--- config.mk ---
export PLATFORM = sky130hd
export DESIGN_NAME = stopwatch_ctrl_flat
export DESIGN_NICKNAME = d
export VERILOG_FILES = /design/src/rtl/sw_pkg.sv /design/src/rtl/stopwatch_ctrl_if.sv /design/src/rtl/sw_tick_gen.sv /design/src/rtl/stopwatch_ctrl.sv /design/src/flat_wrapper.sv
export SDC_FILE = /design/constraint.sdc
export NUM_CORES = 1
export LEC_CHECK = 0
export CORE_ASPECT_RATIO = 1.75
export CORE_MARGIN = 5
export CORE_UTILIZATION = 45
export DETAILED_ROUTE_END_ITERATION = 8
export HOLD_SLACK_MARGIN = 0.08
export PLACE_DENSITY = 0.77
export SLEW_MARGIN = 20
export SYNTH_ARGS = -nofsm -noshare
export SYNTH_HDL_FRONTEND = slang
export SYNTH_SLANG_ARGS = --single-unit
--- constraint.sdc ---
create_clock -name clk -period 3.2 [get_ports clk]
set_input_delay 0.64 -clock clk [delete_from_list [all_inputs] [get_ports clk]]
set_output_delay 0.64 -clock clk [all_outputs]
set_load 0.03 [all_outputs]
--- src/rtl/sw_pkg.sv ---
// sw_pkg: shared state encoding, prescaler divide helper and synchroniser depth
// for the stopwatch controller.
package sw_pkg;
    typedef enum logic [1:0] {IDLE = 2'd0, RUN = 2'd1, PAUSE = 2'd2, LAP = 2'd3} sw_state_t;
    localparam int SYNC_DEPTH = 2;
    function automatic int calc_div(input int freq, input int tick_hz);
        return freq / tick_hz;
    endfunction
endpackage

--- src/rtl/stopwatch_ctrl_if.sv ---
// stopwatch_ctrl_if: buttons, digit-chain handshake and status bundle between the
// controller (master) and its surroundings (slave).
interface stopwatch_ctrl_if #(parameter int N_DIGITS = 4);
    logic                btn_start_stop;
    logic                btn_lap_clear;
    logic [N_DIGITS-1:0] cnt_9;
    logic [N_DIGITS-1:0] digit_en;
    logic                digit_rst;
    logic                lap_hold;
    logic                running;
    logic [1:0]          state;
    modport master (
        input  btn_start_stop, btn_lap_clear, cnt_9,
        output digit_en, digit_rst, lap_hold, running, state
    );
    modport slave (
        output btn_start_stop, btn_lap_clear, cnt_9,
        input  digit_en, digit_rst, lap_hold, running, state
    );
endinterface

--- src/rtl/sw_tick_gen.sv ---
// sw_tick_gen: base-tick prescaler; counts only while run, holds its phase when
// paused and returns to zero on clear.
module sw_tick_gen #(
    parameter int DIV = 10
) (
    input  logic clk,
    input  logic reset,
    input  logic run,
    input  logic clear,
    output logic tick
);
    localparam int W = DIV > 2 ? $clog2(DIV) : 1;
    localparam logic [W-1:0] LAST = W'(DIV - 1);
    logic [W-1:0] cnt;
    if (DIV < 2) begin : g_bad_div
        $error("sw_tick_gen: DIV must be at least 2");
    end
    always_ff @(posedge clk) begin
        if (reset || clear) begin
            cnt  <= '0;
            tick <= 1'b0;
        end else if (run) begin
            cnt  <= cnt == LAST ? '0 : cnt + 1'b1;
            tick <= cnt == LAST;
        end else begin
            tick <= 1'b0;
        end
    end
endmodule

--- src/rtl/stopwatch_ctrl.sv ---
// stopwatch_ctrl: button sync/edge detect, start/pause/lap/clear FSM and BCD cascade.
// Optional macro SW_SATURATE_EN: hold at all-9s and pause instead of wrapping.
module stopwatch_ctrl
    import sw_pkg::*;
#(
    parameter int CLK_FREQ_HZ = 50000000,
    parameter int TICK_HZ     = 100,
    parameter int N_DIGITS    = 4
) (
    input  logic clk,
    input  logic reset,
    stopwatch_ctrl_if.master bus
);
    localparam int DIV = calc_div(CLK_FREQ_HZ, TICK_HZ);
    if (N_DIGITS < 1 || N_DIGITS > 8) begin : g_bad_digits
        $error("stopwatch_ctrl: N_DIGITS must be 1..8");
    end
    logic [SYNC_DEPTH:0] ss_sync, lc_sync;
    logic ss_p, lc_p, tick, rst_r, sat, running, clr_req;
    logic [N_DIGITS-1:0] en;
    sw_state_t state, nxt;
    // Top bit of each shift register is the edge detector's previous sample
    always_ff @(posedge clk) begin
        if (reset) begin
            ss_sync <= '0;
            lc_sync <= '0;
        end else begin
            ss_sync <= {ss_sync[SYNC_DEPTH-1:0], bus.btn_start_stop};
            lc_sync <= {lc_sync[SYNC_DEPTH-1:0], bus.btn_lap_clear};
        end
    end
    assign ss_p = ss_sync[SYNC_DEPTH-1] & ~ss_sync[SYNC_DEPTH];
    assign lc_p = lc_sync[SYNC_DEPTH-1] & ~lc_sync[SYNC_DEPTH];
`ifdef SW_SATURATE_EN
    assign sat = &bus.cnt_9;
`else
    assign sat = 1'b0;
`endif
    assign running = state == RUN || state == LAP;
    assign clr_req = lc_p & ~ss_p & (state == IDLE || state == PAUSE);
    always_comb begin
        nxt = state;
        case (state)
            IDLE:  nxt = ss_p ? RUN : IDLE;
            RUN:   nxt = ss_p || (sat && tick) ? PAUSE : lc_p ? LAP : RUN;
            LAP:   nxt = ss_p || (sat && tick) ? PAUSE : lc_p ? RUN : LAP;
            PAUSE: nxt = ss_p ? (sat ? PAUSE : RUN) : lc_p ? IDLE : PAUSE;
        endcase
    end
    // rst_r stretches digit_rst one cycle past reset and forms the clear pulse
    always_ff @(posedge clk) begin
        if (reset) begin
            state <= IDLE;
            rst_r <= 1'b1;
        end else begin
            state <= nxt;
            rst_r <= clr_req;
        end
    end
    sw_tick_gen #(.DIV(DIV)) u_tick (
        .clk   (clk),
        .reset (reset),
        .run   (running),
        .clear (state == IDLE),
        .tick  (tick)
    );
    assign en[0] = tick & running & ~bus.digit_rst & ~sat;
    for (genvar i = 1; i < N_DIGITS; i++) begin : g_cascade
        assign en[i] = en[i-1] & bus.cnt_9[i-1];
    end
    assign bus.digit_en  = en;
    assign bus.digit_rst = reset | rst_r;
    assign bus.lap_hold  = state == LAP;
    assign bus.running   = running;
    assign bus.state     = state;
endmodule
--- src/flat_wrapper.sv ---
// flat-port wrapper written by rule: the top's interface ports become plain ports
module stopwatch_ctrl_flat import sw_pkg::*;
#(
    parameter int CLK_FREQ_HZ = 50000000,
    parameter int TICK_HZ     = 100,
    parameter int N_DIGITS    = 4
)
  (clk, reset, bus_btn_start_stop, bus_btn_lap_clear, bus_cnt_9, bus_digit_en, bus_digit_rst, bus_lap_hold, bus_running, bus_state);
  stopwatch_ctrl_if #(.N_DIGITS(N_DIGITS)) bus_i ();
  input  logic clk;
  input  logic reset;
  input wire logic [$bits(bus_i.btn_start_stop)-1:0] bus_btn_start_stop;
  input wire logic [$bits(bus_i.btn_lap_clear)-1:0] bus_btn_lap_clear;
  input wire logic [$bits(bus_i.cnt_9)-1:0] bus_cnt_9;
  output wire logic [$bits(bus_i.digit_en)-1:0] bus_digit_en;
  output wire logic [$bits(bus_i.digit_rst)-1:0] bus_digit_rst;
  output wire logic [$bits(bus_i.lap_hold)-1:0] bus_lap_hold;
  output wire logic [$bits(bus_i.running)-1:0] bus_running;
  output wire logic [$bits(bus_i.state)-1:0] bus_state;
  assign bus_i.btn_start_stop = bus_btn_start_stop;
  assign bus_i.btn_lap_clear = bus_btn_lap_clear;
  assign bus_i.cnt_9 = bus_cnt_9;
  assign bus_digit_en = bus_i.digit_en;
  assign bus_digit_rst = bus_i.digit_rst;
  assign bus_lap_hold = bus_i.lap_hold;
  assign bus_running = bus_i.running;
  assign bus_state = bus_i.state;
  stopwatch_ctrl #(.CLK_FREQ_HZ(CLK_FREQ_HZ), .TICK_HZ(TICK_HZ), .N_DIGITS(N_DIGITS)) u_core (.clk(clk), .reset(reset), .bus(bus_i));
endmodule
==> results.tsv, run 1 <==
stage	metric	value	unit
run_status	status	complete, no violations	
final_layout	layout cells sized above 1	10.1	%
synth	register area share after synthesis	44.7	%
cts	number of hold buffers added after CTS	0	
global_route	GRT Util Overall	13.8	%
cts	Max Root-Sink Buffers	2	
place	DP HPWL	1890	µm
final_layout	# nets final	176	
worst_setup_path	Slowest-stage cell, CP	clkdlybuf4s50_1	
cts	cts bufs inserted	5	
cts	clk sinks	29	
die	# rows	25	
global_route	pin count of the biggest net entering global routing	20	
synth	Syn Area/Cell	8.83	µm²
worst_setup_path	max incr delay on CP	0.70	ns
synth	Synth Warn #	0	
final_layout	final instance area	1550	µm²
worst_setup_path	CP endpoint kind	output pin	
sta	min Tclk post-route	2.88	ns
cts	CTS tree	yes	
cts	CTS root buf	clkbuf_8	
synth	Synth Instances	147	
synth	Synth Register Bits	29	
final_layout	footprint of the multi-input gates	683	µm²
global_route	number of global-route vias before repair	1062	
flow_run	maxcap violations	0	
final_layout	# diodes	0	
worst_setup_path	critical path data required time	2.56	ns
die	die area	4100	µm²
sta	Pins Over Slew Limit	0	
routing	WL/cell	13.3	µm
worst_setup_path	CP top delay family	buffers and inverters	
cts	register clock-pin slew on the reported worst setup and hold paths	0.07	ns
place	Final GP Congestion	0.794	
die	Initial Util	47.1	%
worst_setup_path	buffer and inverter count on the worst path	2	
pwr	peak supply drop	354	µV
global_route	first-pass GRT wire length	4390	µm
cts	Skew-Pair Late Insertion Delay	0.28	ns
sta	final setup fails	0	
sta	TNS Setup	0	ns
synth	Netlist cell types	30	
routing	residual DRC count	0	
synth	share of the synthesized area in the top cell type	44.7	%
cts	Post-CTS Setup Repair Bufs	0	
place	Port Buffer Count	15	
sta	Max-slew headroom	50.2	%
final_layout	P&R area growth vs syn	19.7	%
place	dpl cell area	1470	µm²
final_layout	Sequential cell area	581	µm²
worst_setup_path	Critical Path AT	2.24	ns
worst_setup_path	CP Class	primary input to output pin	
routing	WL final	2590	µm
sta	period utilization	90.0	%
synth	leading area contributor after synthesis	dfxtp_1	
worst_setup_path	worst path cell trace	clkdlybuf4s50_1, or2_2, nor2_1, clkdlybuf4s50_1	
worst_setup_path	type of origin of the critical path	primary input	
die	Die Ht	81.0	µm
worst_setup_path	R2R Setup Slk	1.00	ns
die	Die Span X	50.6	µm
die	core area	2750	µm²
routing	Routed Antenna Nets	0	
cts	cts repair resizes	0	
cts	H-tree levels	2	
pwr	Pwr Density	448	nW/µm²
synth	synth top area cells	dfxtp_1 45%, xnor2_1 7.4%, nor2_1 6.7%	
synth	Mapped Area	1300	µm²
global_route	initial antenna violation count	0	
routing	via count	1102	
worst_setup_path	Most Frequent Cell on Critical Path	clkdlybuf4s50_1	
min_path	Worst Hold Class	flip-flop to flip-flop	
worst_setup_path	crit path max fanout	3	
global_route	GR Overflow Total	0	
pwr	P_leak	0.483	nW
sta	final hold violation count	0	
synth	syn_nets	156	
sta	Least-Margin Pin Slew	0.748	ns
die	Ports	17	
sta	Max Clock Freq	347	MHz
sta	RSZ-0062 raised after global routing	false	
routing	TritonRoute pass-1 iters	4	
routing	Via density	5.65	
final_layout	FILL cells	255	
sta	Final Skew	0.00773	ns
routing	initial DRC count	28	
[routing by layer]
layer,vias to the layer above,GRT usage [%],share of wire [%]
li1,547,-,-
met1,530,13.1,38
met2,19,24.0,55
met3,6,4.77,3.9
met4,0,9.46,2.4
met5,-,0,0
[through the flow]
stage	instances	hold slack [ns]	util (%)	setup slack, ns	power (mW)
after detailed placement	187	0.435	53.3	0.323	0.414
after CTS	195	0.458	56.4	0.316	0.703
after global placement	187	0.432	53.3	0.365	0.413
after floorplan	147	0.414	-	0.259	0.398
after global routing	195	0.463	56.4	0.235	0.724
final	195	0.448	56.4	0.319	0.695
[flip-flops by register name, summed over array words and instances (netlist names)]
name and cells:
u_core.rst_r 1, u_core.ss_sync 3, u_core.u_tick.cnt 19, u_core.u_tick.tick 1, u_core.lc_sync 3, u_core.bus.state 2
[cell usage in the layout (no fill, tap or decap), types with 2 or more instances in the layout]
master	instances
dfxtp_1	29
nor2_1	23
clkdlybuf4s50_1	12
xnor2_1	11
nand3_1	9
nand2_1	8
nor2b_1	7
nand4_1	6
or3_1	6
xor2_1	5
nor4_1	5
clkbuf_8	5
buf_4	5
a21oi_1	4
and2_1	3
and3_1	3
nand2b_1	3
nor3_1	3
inv_1	3
o21ai_0	3
o31ai_1	2
clkinv_2	2
[synth_stat cells (all sizes together)]
cell type / n
nand2: 8
buf: 1
inv: 3
o31ai: 3
nor2: 23
and4: 1
ha: 1
or2: 1
and2: 3
nor3: 3
or4b: 1
xor2: 5
xnor2: 11
nand2b: 3
clkbuf: 3
or4: 2
or3: 6
nor4b: 1
and3: 3
dfxtp: 29
nand4: 6
nand3: 9
o21ai: 3
a21oi: 4
mux2i: 1
nor4: 5
nor3b: 1
nor2b: 7
[area by class of cell]
type / count / area share [%]
Clock inverter: 3 / 1.13
Tap cell: 27 / 2.18
Clock buffer: 5 / 4.43
Timing Repair Buffer: 17 / 10.2
Sequential cell: 29 / 37.4
Multi-Input combinational cell: 111 / 44.0
Inverter: 3 / 0.725
[report_power, final]
part           leakage, nW  internal, mW  switching, mW
logic                0.204        0.0185         0.0180
clock network       0.0439         0.149          0.140
registers            0.235         0.366        0.00344
total                0.483         0.534          0.161
[kinds of logic after synthesis]
logic type / count (synthesis) / synth area share [%]
simple gates: 83 / 34.6
flops: 29 / 44.7
xor+xnor: 16 / 10.8
compound gates: 10 / 5.50
buf+inv: 7 / 2.60
mux: 1 / 0.771
fa+ha+maj: 1 / 0.964
[worst paths after layout]
kind,endpoint,cells after the start,from
setup / recovery,bus_digit_en[0],4,reset
hold reg to reg,u_core.ss_sync[1]$_SDFF_PP0_,1,u_core.ss_sync[0]$_SDFF_PP0_
setup reg to reg,u_core.u_tick.cnt[10]$_SDFFE_PP0N_,5,u_core.u_tick.cnt[0]$_SDFFE_PP0N_
hold / removal,u_core.ss_sync[1]$_SDFF_PP0_,1,u_core.ss_sync[0]$_SDFF_PP0_
No activity file was read; power rests on OpenSTA's default activity.
==> run 2, diff against run 1 <==
Settings changed: CAP_MARGIN set to 20.
==> results of run 2 <==
The final DEF is identical to that of run 1; final timing and power are the same.
==> edit (settings of run 1) <==
`N_DIGITS` is set to 4 in 3 places; all go to 5.
--- a/src/rtl/stopwatch_ctrl_if.sv
+++ b/src/rtl/stopwatch_ctrl_if.sv
@@ -1,5 +1,5 @@
 // stopwatch_ctrl_if: buttons, digit-chain handshake and status bundle between the
 // controller (master) and its surroundings (slave).
-interface stopwatch_ctrl_if #(parameter int N_DIGITS = 4);
+interface stopwatch_ctrl_if #(parameter int N_DIGITS = 5);
     logic                btn_start_stop;
     logic                btn_lap_clear;
--- a/src/rtl/stopwatch_ctrl.sv
+++ b/src/rtl/stopwatch_ctrl.sv
@@ -6,5 +6,5 @@
     parameter int CLK_FREQ_HZ = 50000000,
     parameter int TICK_HZ     = 100,
-    parameter int N_DIGITS    = 4
+    parameter int N_DIGITS    = 5
 ) (
     input  logic clk,
--- a/src/flat_wrapper.sv
+++ b/src/flat_wrapper.sv
@@ -4,5 +4,5 @@
     parameter int CLK_FREQ_HZ = 50000000,
     parameter int TICK_HZ     = 100,
-    parameter int N_DIGITS    = 4
+    parameter int N_DIGITS    = 5
 )
   (clk, reset, bus_btn_start_stop, bus_btn_lap_clear, bus_cnt_9, bus_digit_en, bus_digit_rst, bus_lap_hold, bus_running, bus_state);
Interface: changed (resized bus_cnt_9 and bus_digit_en); port bits go from 17 to 19. The function was not compared with the original's and may differ.
==> edit against run 1 <==
Cell area fell by 1.1%; total power grew 15%; sequential share of layout area up 0.43 points; wire length down 1.8%; highest routed layer unchanged; synthesized cell count is 6.1% lower; worst setup slack gained 1.3 ps; largest power group is now the clock network; sequential cell count did not move; register-to-register slack better by 60 ps; synthesized area down 3.2%; count of clock-buffer cells in the layout grew 1.
==> edit: results (changes against run 1) <==
* Post-synth top cells: dfxtp_1 (29), nor2_1 (15), a21oi_1 (8), nand3_1 (8)
* Mean Syn Cell Area at 9.10 sq um (+3.1%)
* Reg-to-reg startpoint: u_core.u_tick.cnt[11]
* Peak fanout along the critical path at 3 (unchanged)
* Post-Place Cells at 178 (-4.8%)
* Net Count, Synth at 148 (-5.1%)
* Initial antenna violation count at 0 (unchanged)
* Place WS at 307 ps (-15.9 ps)
* Maximum VDD drop at 0.000437 V (+23%)
* Hold Path Origin: u_core.lc_sync[0]
* First-pass GRT wire length at 4.46 mm (+1.7%)
* Longest Clk Path Bufs at 2 (unchanged)
* Asr flop ratio synth at 0% (unchanged)
* Slew at the pin closest to its max-slew limit at 683 ps (-64.4 ps)
* Worst min path class: flop to flop
* HPWL after DPL at 1.81 mm (-4.0%)
* Vias per cell at 5.71 (+1.0%)
* Largest registers: u_core.u_tick.cnt (19), u_core.lc_sync (3), u_core.ss_sync (3)
* Wire length per cell at 13.7 um (+2.9%)
* Clock transition at path regs at 70 ps (about the same)
* # port buffers at 17 (+2)
* Worst-Skew Late Latency at 280 ps (about the same)
* Post-CTS Setup Bufs at 0 (unchanged)
* Final Skew at 6.25 ps (-1.48 ps)
* LEAKAGE at 0.507 nW (+5.1%)
* Placed inst area at 0.00142 sq mm (-3.5%)
* Status: finished clean
* DRT iter0 DRCs at 35 (+25%)
* Layout Nets at 168 (-4.5%)
* Top cells by area, synth: dfxtp_1 (46%), xnor2_1 (4.9%), nor2_1 (4.5%)
* N_diodes at 0 (unchanged)
* Clock root buffer: clkbuf_8
* Seq/Total Area, Yosys at 46.2% (+1.5 points)
* Synth cell types at 33 (+10%)
* Non-filler cells in the finished layout at 186 (-4.6%)
* Gr usage total at 14.3% (+0.47 points)
* Share of cells above drive strength 1 at 10.7% (+0.57 points)
* Vias in the first global route at 1,106 (+4.1%)
* GP Congestion at 0.810 (+2.1%)
* DRT Pass-1 Iters at 5 (+1)
-- edit: changes by cell type in the layout (fill, tap and decap cells not counted), sizes merged, moves of 3 or more --
cell	before	now
a21oi	4	8
xnor2	11	7
nor2	23	16
nor4	5	1
o21ai	3	6
-- edit: final timing paths --
check / to / slack [ps] / cells after the start
worst max-delay path: bus_digit_en[0] / 320 / 4
worst max register to register: u_core.u_tick.cnt[6] / 1060 / 4
worst min register to register: u_core.lc_sync[1] / 450 / 1
worst min-delay path: u_core.lc_sync[1] / 450 / 1
-- edit: power breakdown --
part / leakage [nW] / switching (mW) / internal [mW]
logic: 0.215 / 0.0163 / 0.0182
clock network: 0.0574 / 0.141 / 0.253
registers: 0.235 / 0.00494 / 0.366
-- edit: cell families after synthesis --
family,synth area share [%]
simple gates,30.7
flops,46.2
compound gates,8.67
xor+xnor,8.37
buf+inv,4.28
mux,0.797
fa+ha+maj,0.996
-- edit: final cells by class --
cell class,count,area (sq um)
multi-input combinational,101,622
tap,27,33.8
clock buffer,6,82.6
inverter,3,11.3
fill,237,1150
sequential,29,581
clock inverter,2,37.5
timing repair buffer,18,168
-- edit: metal layers --
metal | track usage [%] | part of all wire [%] | wire, um | vias up
met4 | 9.45 | 3.1 | 79 | 0
met5 | 0 | 0 | 0 | -
li1 | - | - | - | 520
met3 | 3.55 | 3.8 | 97 | 12
met2 | 25.8 | 55 | 1400 | 31
met1 | 13.7 | 38 | 959 | 499
-- edit: worst max-delay path, stage by stage --
cell and delay [ps]:
clkdlybuf4s50_1 430, or2_2 310, nor2_1 160, clkdlybuf4s50_1 700
